$ cat src/rtl/board_ctl_pkg.sv
// Shared types and defaults for the board reset/run-status controller.
// Contents: FSM state encoding (state_e), STATE_W, default parameter values.
package board_ctl_pkg;

    localparam int STATE_W = 3;

    typedef enum logic [STATE_W-1:0] {
        ST_RESET  = 3'd0,
        ST_PERIPH = 3'd1,
        ST_RUN    = 3'd2,
        ST_PASS   = 3'd3,
        ST_FAIL   = 3'd4
    } state_e;

    localparam int DEF_SYNC_STAGES    = 2;
    localparam int DEF_HOLD_CYCLES    = 16;
    localparam int DEF_STAGE_GAP      = 8;
    localparam int DEF_SUCCESS_STABLE = 4;
    localparam int DEF_TIMEOUT_CYCLES = 1000000;
    localparam int DEF_CNT_W          = 32;

endpackage

$ cat src/rtl/rst_sync_n.sv
// Async-assert / sync-deassert reset synchronizer.
// Ports:
//   clock      - destination clock
//   reset      - raw active-low reset (asynchronous)
//   rst_sync_n - active-low reset, deasserts SYNC_STAGES-1 edges after the
//                first edge that sees reset high
module rst_sync_n #(
    parameter int SYNC_STAGES = 2
) (
    input  logic clock,
    input  logic reset,
    output logic rst_sync_n
);

    logic [SYNC_STAGES-1:0] sync_q;

    always_ff @(posedge clock or negedge reset) begin
        if (!reset) begin
            sync_q <= '0;
        end else begin
            sync_q <= {sync_q[SYNC_STAGES-2:0], 1'b1};
        end
    end

    assign rst_sync_n = sync_q[SYNC_STAGES-1];

endmodule

$ cat src/rtl/board_reset_sequencer.sv
// Board reset sequencer: synchronizes the pin reset, releases periph_rst_n then
// core_rst_n in stages, then watches a debounced io_success and reports
// done/pass/fail plus the number of cycles spent running.
// Optional build macro BRS_WATCHDOG_EN: enables the RUN timeout into FAIL.
// Ports:
//   clock, reset (async active-low), sw_reset_req (sync restart pulse)
//   io_success   - asynchronous completion flag from the board
//   periph_rst_n, core_rst_n - staged active-low resets to the board
//   state, done, pass, fail, cycle_count - registered run status
//
// state     | meaning
// ----------+-----------------------------------------------------
// ST_RESET  | both board resets held; hold_cnt runs after sync reset
// ST_PERIPH | peripherals released; gap_cnt runs before core release
// ST_RUN    | cores running; cycle_count and success debounce active
// ST_PASS   | io_success qualified; terminal until sw_reset_req
// ST_FAIL   | watchdog expired; terminal until sw_reset_req
module board_reset_sequencer
    import board_ctl_pkg::*;
#(
    parameter int SYNC_STAGES    = DEF_SYNC_STAGES,
    parameter int HOLD_CYCLES    = DEF_HOLD_CYCLES,
    parameter int STAGE_GAP      = DEF_STAGE_GAP,
    parameter int SUCCESS_STABLE = DEF_SUCCESS_STABLE,
    parameter int TIMEOUT_CYCLES = DEF_TIMEOUT_CYCLES,
    parameter int CNT_W          = DEF_CNT_W
) (
    input  logic               clock,
    input  logic               reset,
    input  logic               sw_reset_req,
    input  logic               io_success,
    output logic               periph_rst_n,
    output logic               core_rst_n,
    output logic [STATE_W-1:0] state,
    output logic               done,
    output logic               pass,
    output logic               fail,
    output logic [CNT_W-1:0]   cycle_count
);

    localparam int HOLD_W = $clog2(HOLD_CYCLES + 1);
    localparam int GAP_W  = $clog2(STAGE_GAP + 1);
    localparam int STB_W  = $clog2(SUCCESS_STABLE + 1);

`ifdef BRS_WATCHDOG_EN
    localparam bit WD_EN = 1'b1;
`else
    localparam bit WD_EN = 1'b0;
`endif

    logic rst_sync;

    rst_sync_n #(
        .SYNC_STAGES(SYNC_STAGES)
    ) u_rst_sync (
        .clock     (clock),
        .reset     (reset),
        .rst_sync_n(rst_sync)
    );

    logic [1:0]       succ_sync_q;
    state_e           state_q, state_d;
    logic [HOLD_W-1:0] hold_q, hold_d;
    logic [GAP_W-1:0] gap_q, gap_d;
    logic [STB_W-1:0] stable_q, stable_d;
    logic [CNT_W-1:0] cycle_q, cycle_d;
    logic periph_q, periph_d, core_q, core_d;
    logic done_q, done_d, pass_q, pass_d, fail_q, fail_d;
    logic success_qual, wd_hit;

    always_ff @(posedge clock or negedge reset) begin
        if (!reset) begin
            succ_sync_q <= '0;
        end else begin
            succ_sync_q <= {succ_sync_q[0], io_success};
        end
    end

    // Qualification fires on the edge where stable_cnt would reach the
    // threshold, so PASS and the final count land on the same edge.
    assign success_qual = (state_q == ST_RUN) && succ_sync_q[1] &&
                          (stable_q >= STB_W'(SUCCESS_STABLE - 1));
    // WD_EN folds this to 0 when the watchdog is not built.
    assign wd_hit = WD_EN && (cycle_q == CNT_W'(TIMEOUT_CYCLES - 1));

    always_comb begin
        state_d  = state_q;
        hold_d   = hold_q;
        gap_d    = gap_q;
        stable_d = '0;
        cycle_d  = cycle_q;

        if (sw_reset_req) begin
            state_d = ST_RESET;
            hold_d  = '0;
            gap_d   = '0;
            cycle_d = '0;
        end else begin
            case (state_q)
                ST_RESET: begin
                    if (rst_sync) begin
                        if (hold_q == HOLD_W'(HOLD_CYCLES - 1)) begin
                            state_d = ST_PERIPH;
                            hold_d  = '0;
                        end else begin
                            hold_d = hold_q + HOLD_W'(1);
                        end
                    end
                end
                ST_PERIPH: begin
                    if (gap_q == GAP_W'(STAGE_GAP - 1)) begin
                        state_d = ST_RUN;
                        gap_d   = '0;
                    end else begin
                        gap_d = gap_q + GAP_W'(1);
                    end
                end
                ST_RUN: begin
                    if (cycle_q != '1) begin
                        cycle_d = cycle_q + CNT_W'(1);
                    end
                    if (succ_sync_q[1] && (stable_q != STB_W'(SUCCESS_STABLE))) begin
                        stable_d = stable_q + STB_W'(1);
                    end else if (succ_sync_q[1]) begin
                        stable_d = stable_q;
                    end
                    if (success_qual) begin
                        state_d = ST_PASS;
                    end else if (wd_hit) begin
                        state_d = ST_FAIL;
                    end
                end
                ST_PASS, ST_FAIL: begin
                end
                default: begin
                    state_d = ST_RESET;
                end
            endcase
        end

        periph_d = (state_d != ST_RESET);
        core_d   = (state_d == ST_RUN) || (state_d == ST_PASS) || (state_d == ST_FAIL);
        done_d   = (state_d == ST_PASS) || (state_d == ST_FAIL);
        pass_d   = (state_d == ST_PASS);
        fail_d   = (state_d == ST_FAIL);
    end

    always_ff @(posedge clock or negedge reset) begin
        if (!reset) begin
            state_q  <= ST_RESET;
            hold_q   <= '0;
            gap_q    <= '0;
            stable_q <= '0;
            cycle_q  <= '0;
            periph_q <= 1'b0;
            core_q   <= 1'b0;
            done_q   <= 1'b0;
            pass_q   <= 1'b0;
            fail_q   <= 1'b0;
        end else begin
            state_q  <= state_d;
            hold_q   <= hold_d;
            gap_q    <= gap_d;
            stable_q <= stable_d;
            cycle_q  <= cycle_d;
            periph_q <= periph_d;
            core_q   <= core_d;
            done_q   <= done_d;
            pass_q   <= pass_d;
            fail_q   <= fail_d;
        end
    end

    assign periph_rst_n = periph_q;
    assign core_rst_n   = core_q;
    assign state        = state_q;
    assign done         = done_q;
    assign pass         = pass_q;
    assign fail         = fail_q;
    assign cycle_count  = cycle_q;

endmodule

$ cat config.mk
export PLATFORM = sky130hd
export DESIGN_NAME = board_reset_sequencer
export DESIGN_NICKNAME = d
export VERILOG_FILES = /design/src/rtl/board_ctl_pkg.sv /design/src/rtl/rst_sync_n.sv /design/src/rtl/board_reset_sequencer.sv
export SDC_FILE = /design/constraint.sdc
export NUM_CORES = 1
export LEC_CHECK = 0
export BUFFER_PORTS_ARGS = -buffer_cell sky130_fd_sc_hd__buf_2
export CORE_ASPECT_RATIO = 0.6
export CORE_UTILIZATION = 55
export CTS_CLUSTER_DIAMETER = 60
export CTS_CLUSTER_SIZE = 14
export DETAILED_ROUTE_END_ITERATION = 10
export PLACE_DENSITY = 0.77
export SLEW_MARGIN = 20
export SYNTH_ARGS = -nofsm -noshare
export SYNTH_HDL_FRONTEND = slang
export SYNTH_SLANG_ARGS = --single-unit
$ cat constraint.sdc
create_clock -name clock -period 3.8 [get_ports clock]
set_clock_uncertainty 0.2 [all_clocks]
set_input_delay 0.38 -clock clock [delete_from_list [all_inputs] [get_ports clock]]
set_output_delay 0.38 -clock clock [all_outputs]
set_load 0.02 [all_outputs]
==> impl_metrics.py, run 1 <==
metrics = {
    "run_status": {
        "run_status": "completed",
    },
    "setup_path": {
        "crit_fanout": 27,
        "critical_path.max_stage_delay_ps": 800,
        "cp_slowest_cell": "and4bb_1",
        "path_buf_inv": 1,
        "arrival_ps": 2820,
        "crit_path_start_kind": "flop",
        "cp_cell_sequence": "ha_1, nand4_1, nor3_2, and4bb_1, buf_4, or4b_1, a21oi_1",
        "crit_type": "reg2reg",
        "end_kind": "flop",
        "path_delay_family": "simple AND/OR/NAND/NOR gates",
        "required_ps": 3750,
    },
    "logic_synthesis": {
        "syn_inst": 301,
        "synth.largest_area_cell": "dfrtp_1",
        "synth_edf_count": 0,
        "synth-seq-cells": 56,
        "synth_nets": 311,
        "synth_common_cells": "dfrtp_1, a21oi_1, nand2_1, nand3_1, o21ai_0",
        "synth_top_area_frac": 0.482,
        "synth_ff_type": "dfrtp_1",
        "yosysUniqueCellTypes": 51,
        "yosysMostFrequentCell": "dfrtp_1",
        "ys_seq_area_frac": 0.482,
        "avgSynthCellArea_um2": 9.65,
        "ys_top_cells_by_area": "dfrtp_1, a21oi_1, nand3_1",
        "netlist_area_um2": 2910,
        "synthArstFlopShare": 1.00,
        "yosys_warnings": 0,
    },
    "sta": {
        "final_max_slew_viol_count": 0,
        "fin_crit_ps": 2870,
        "finalSetupTns_ps": 0,
        "rsz0062_at_grt": "false",
        "finalCritPeriodShare": 0.754,
        "worstMarginPinSlew_ps": 860,
        "clock.fmax_ghz": 0.349,
        "hold_viol": 0,
        "setup_viol": 0,
        "fin_worst_hold_slack_ps": 154,
        "relSlewSlack": 0.427,
    },
    "die": {
        "start_util": 0.572,
        "core-area_um2": 5080,
        "ios": 44,
        "die_area_um2": 5590,
        "die_y_um": 58.3,
        "num_rows": 20,
        "die_x_um": 95.8,
    },
    "route": {
        "ant_nets": 0,
        "drt_pass1_iterations": 4,
        "routed_via_density": 6.22,
        "routedWlPerCell_um": 16.4,
        "drt_iter0_markers": 189,
        "drc_errors": 0,
        "wirelength_um": 6690,
        "vias": 2530,
    },
    "global_routing": {
        "overflow": 0,
        "grt_pass1_wl_um": 10800,
        "antenna_found_initial": 0,
        "grtUsageTotal": 0.258,
        "grt_pass1_vias": 2125,
        "grt_max_degree": 44,
    },
    "clock_network": {
        "cts_num_sinks": 56,
        "path_clk_slew_ps": 90,
        "cts_buffers": 5,
        "h-tree-depth": 2,
        "cts_max_path_buffers": 2,
        "clock_latency_ps": 300,
        "holdBufCountCts": 2,
        "cts_tree": "done",
        "root_buffer": "clkbuf_8",
        "postCtsResizedCells": 0,
        "cts_setup_buffers": 0,
    },
    "placement": {
        "hpwl_um": 4530,
        "port_buffers": 43,
        "gp_congestion": 0.807,
    },
    "power": {
        "power_density_nw_per_um2": 300,
        "leakagePower_uw": 0.00153,
        "p_total_uw": 980,
        "ir_drop_v": 0.000158,
    },
    "layout": {
        "syn_to_final_growth_pct": 12.6,
        "drive_above_1_share": 0.199,
        "nNetsFinal": 351,
        "n_antenna_cell": 0,
        "fill_cells": 436,
    },
    "hold_path": {
        "hp-class": "reg2reg",
    },
    "run": {
        "max-cap-violations": 0,
    },
}
==> state kept, by name, summed over array words and instances (netlist names), 2 cells and up <==
register           cells
cycle_count           32
hold_q                 5
gap_q                  4
stable_q               3
state                  3
succ_sync_q            2
u_rst_sync.sync_q      2
==> power breakdown <==
group	internal, uW	switching [uW]	leakage (uW)
Combinational	6.81	24.7	0.000709
Sequential	599	2.50	0.000772
Clock	163	184	0.0000503
Total	769	211	0.00153
==> per-layer routing <==
layer | vias up | global-route usage | part of all wire
met1 | 1237 | 0.416 | 0.50
li1 | 1207 | - | -
met3 | 2 | 0.0556 | 0.064
met4 | 0 | 0.0469 | 0.0037
met2 | 84 | 0.356 | 0.43
met5 | - | 0 | 0
==> through the flow <==
stage	cell area [um^2]	utilization	std cells	worst slack, ps
floorplan	2910	-	301	1550
global placement	3150	0.621	398	1190
detailed placement	3150	0.621	398	1020
CTS	3270	0.644	407	991
global route	3270	0.644	407	740
finish	3270	0.644	407	934
==> kinds of logic (layout without fill, tap and decap cells) <==
| family | count (synthesis) | after routing | synth area share |
|---|---|---|---|
| simple gates | 133 | 133 | 0.278 |
| fa+ha+maj | 6 | 6 | 0.0258 |
| other cells | 1 | 1 | 0.00129 |
| flops | 56 | 56 | 0.482 |
| buf+inv | 25 | 65 | 0.0375 |
| compound gates | 73 | 73 | 0.151 |
| mux | 4 | 4 | 0.0151 |
| xor+xnor | 3 | 3 | 0.00905 |
==> cell usage in the layout (no fill, tap or decap), drive strengths merged, types with 2 or more instances in the layout <==
cell type,Yosys,final
a21oi,32,32
and2,2,2
and3,4,4
and4,3,3
buf,10,46
clkbuf,5,7
dfrtp,56,56
dlygate4sd3,0,2
ha,6,6
inv,9,9
mux2,3,3
nand2,23,23
nand3,20,20
nand3b,2,2
nand4,15,15
nor2,18,18
nor2b,4,4
nor3,3,3
nor4,5,5
nor4b,3,3
o21a,2,2
o21ai,19,19
o311ai,2,2
o31a,2,2
o31ai,8,8
o41ai,4,4
or2,2,2
or3,16,16
or4,9,9
xor2,2,2
==> path summary, 6_finish.rpt <==
check                                           from                    to  slack, ps  cells after the start
worst max-delay path                  cycle_count[0]       cycle_count[29]        930                      7
worst min-delay path            u_rst_sync.sync_q[0]  u_rst_sync.sync_q[1]        150                      0
worst max register to register        cycle_count[0]       cycle_count[29]        930                      7
worst min register to register  u_rst_sync.sync_q[0]  u_rst_sync.sync_q[1]        150                      0
max in group asynchronous                      reset        cycle_count[3]       2140                      3
min in group asynchronous                      reset       cycle_count[22]        450                      2
==> final cells by class <==
cell class              count  area, um^2  share of cell area
repair buffers             48         258              0.0788
inverters                  10        37.5              0.0115
multi-input cells         220        1400               0.427
flip-flops and latches     56        1400               0.428
clock buffers               7        96.3              0.0295
well taps                  66        82.6              0.0252
No activity file was read; power rests on OpenSTA's default activity.
==> run 2: changes to the inputs <==
- ABC_AREA: default -> 1
- CORE_UTILIZATION: 55 -> 52
- PLACE_DENSITY: 0.77 -> 0.76
- clock period: 3.8 -> 2.6 ns (I/O delays scaled with it)
==> run 2 against run 1 <==
Net effect:
- worst hold slack got worse by 40 ps
- die area increased by 23%
- sequential power increased by 49%
- via count increased by 22%
- flip-flop and latch count unchanged
- cell count increased by 46%
- synthesized area increased by 17%
- global-route usage decreased by 0.45 points
- wire length increased by 19%
- critical path type unchanged
- critical endpoint is now cycle_count[8]
==> impl_metrics.py, run 2 <==
metrics = {
    "layout": {
        "mostFrequentLayoutCell": "nand2_1",
        "nNetsFinal": 519,
        "syn_to_final_growth_pct": 12.0,
        "final_core_util": 0.613,
        "drive_above_1_share": 0.200,
        "n_antenna_cell": 0,
        "final_cell_mix": "nand2_1, nor2_1, dfrtp_1",
        "largest_register_ffs": 32,
        "layout.cells.non_filler": 594,
    },
    "logic_synthesis": {
        "synth_common_cells": "nand2_1, nor2_1, dfrtp_1, nand3_1, inv_1",
        "synth_edf_count": 0,
        "syn_inst": 463,
        "yosysMostFrequentCell": "nand2_1",
        "synth.area.mux_share": 0,
        "ys_top_cells_by_area": "dfrtp_1, nand2_1, nor2_1",
        "yosys_warnings": 0,
        "synth_top_area_frac": 0.412,
        "ys_seq_area_frac": 0.412,
        "synth.largest_area_cell": "dfrtp_1",
        "synth_nets": 473,
        "synth_top_family_by_area": "simple AND/OR/NAND/NOR gates",
        "synthArstFlopShare": 1.00,
        "netlist_area_um2": 3400,
        "avgSynthCellArea_um2": 7.35,
        "synth_adder_area_share": 0.0221,
        "synth_compound_area_frac": 0.0886,
        "synth_ff_type": "dfrtp_1",
        "synth_simple_gate_area_frac": 0.370,
        "yosysUniqueCellTypes": 29,
        "synth_xor_area_frac": 0.0335,
        "synth-seq-cells": 56,
    },
    "setup_path": {
        "crit_top_cell": "nand2_1",
        "path_delay_family": "simple AND/OR/NAND/NOR gates",
        "crit_fanout": 37,
        "arrival_ps": 2290,
        "critical_path.max_stage_delay_ps": 480,
        "crit_type": "reg2reg",
        "required_ps": 2620,
        "crit_path_start_kind": "flop",
        "cp_slowest_cell": "dfrtp_1",
        "path_buf_inv": 1,
        "end_kind": "flop",
        "cp_cell_sequence": "ha_1, nand2_2, nor2_4, nand2_4, nor2_8, nand3_4, nand2_8, inv_2, nand2_1, nand2_1",
    },
    "die": {
        "die_y_um": 64.7,
        "die_x_um": 106,
        "die_area_um2": 6880,
        "num_rows": 22,
        "core-area_um2": 6220,
        "start_util": 0.547,
        "ios": 44,
    },
    "sta": {
        "worstMarginPinSlew_ps": 594,
        "relSlewSlack": 0.604,
        "setup_slack_ps": 327,
        "finalCritPeriodShare": 0.874,
        "setup_viol": 0,
        "final_max_slew_viol_count": 0,
        "rsz0062_at_grt": "false",
        "clock.fmax_ghz": 0.440,
        "fin_crit_ps": 2270,
        "hold_viol": 0,
        "finalSetupTns_ps": 0,
    },
    "power": {
        "leakagePower_uw": 0.00184,
        "power_density_nw_per_um2": 398,
        "ir_drop_v": 0.000201,
    },
    "placement": {
        "gp_congestion": 0.926,
        "port_buffers": 43,
        "post-place-ws_ps": 374,
        "placed_cells": 584,
        "hpwl_um": 6170,
    },
    "clock_network": {
        "root_buffer": "clkbuf_8",
        "cts_max_path_buffers": 2,
        "h-tree-depth": 2,
        "cts_tree": "done",
        "path_clk_slew_ps": 100,
        "cts_buffers": 5,
        "clock_latency_ps": 320,
        "cts_num_sinks": 56,
    },
    "hold_path": {
        "hp-class": "in2reg",
    },
    "global_routing": {
        "grt_pass1_wl_um": 13500,
        "grt_pass1_vias": 2651,
        "overflow": 0,
        "grtUsageTotal": 0.253,
        "grt_max_degree": 38,
        "antenna_found_initial": 0,
    },
    "route": {
        "routed_via_density": 5.18,
        "wirelength_um": 7970,
        "routedWlPerCell_um": 13.4,
        "drt_pass1_iterations": 5,
        "vias": 3075,
        "ant_nets": 0,
        "drc_errors": 0,
        "drt_iter0_markers": 251,
    },
    "run": {
        "max-cap-violations": 0,
    },
    "run_status": {
        "run_status": "completed",
    },
}
==> run 2: cell types whose count changed after synthesis, sizes merged, moves of 5 or more <==
| cell | before | now |
|---|---|---|
| nand2 | 23 | 160 |
| nor2 | 18 | 77 |
| inv | 9 | 44 |
| a21oi | 32 | 5 |
| nand3 | 20 | 47 |
| or3 | 16 | 0 |
| o21ai | 19 | 34 |
| nand4 | 15 | 1 |
| or4 | 9 | 0 |
| xor2 | 2 | 11 |
| o31ai | 8 | 0 |
| buf | 10 | 5 |
| nor4 | 5 | 0 |
==> run 2: worst paths after layout <==
kind / startpoint / end / slack, ps / cells past startpoint
worst max-delay path: cycle_count[0] / cycle_count[8] / 330 / 10
worst min-delay path: sw_reset_req / hold_q[4] / 110 / 2
worst max register to register: cycle_count[0] / cycle_count[8] / 330 / 10
worst min register to register: succ_sync_q[0] / succ_sync_q[1] / 160 / 0
max in group asynchronous: reset / cycle_count[11] / 1370 / 3
min in group asynchronous: reset / hold_q[0] / 270 / 2
==> run 2: final cells by class <==
| class | count | area (um^2) |
|---|---|---|
| clock buffers | 5 | 68.8 |
| inverters | 44 | 165 |
| fillers | 563 | 2410 |
| well taps | 84 | 105 |
| multi-input cells | 353 | 1750 |
| clock inverters | 3 | 27.5 |
| repair buffers | 49 | 290 |
| flip-flops and latches | 56 | 1400 |
==> run 2: routing by layer <==
| metal | track usage | up-vias | routed length, um | share of wire |
|---|---|---|---|---|
| met5 | 0 | - | 0 | 0 |
| met4 | 0.0360 | 0 | 38 | 0.0048 |
| met3 | 0.0553 | 7 | 722 | 0.091 |
| met2 | 0.323 | 122 | 3010 | 0.38 |
| met1 | 0.428 | 1396 | 4200 | 0.53 |
| li1 | - | 1550 | - | - |
==> run 2: logic make-up (layout without fill, tap and decap cells) <==
logic type,Yosys count,count (layout)
AOI/OAI and AO/OA,42,42
xor gates and xnor gates,13,13
adders and majority gates,6,6
buffers and inverters,54,101
DFF,56,56
other,1,1
and+or+nand+nor,291,291
==> run 2: metrics by stage <==
stage	hold slack [ps]	power (uW)	cell area, um^2
after floorplan	-236	983	3400
after global placement	89.9	1020	3690
after detailed placement	104	1020	3690
after CTS	108	1530	3810
after global routing	154	1580	3810
final	115	1520	3810
==> run 2: report_power, final <==
part	leakage, uW	internal [uW]	switching (uW)
Combinational	0.00103	30.2	76.3
Sequential	0.000769	883	13.7
Clock	0.0000463	199	314
Total	0.00184	1110	404
==> run 2: timing repair <==
action	4_1_cts	5_1_grt
hold buffers	2	0
hold endpoints to repair	25	0
gates resized for setup	0	0
buffers inserted	0	0
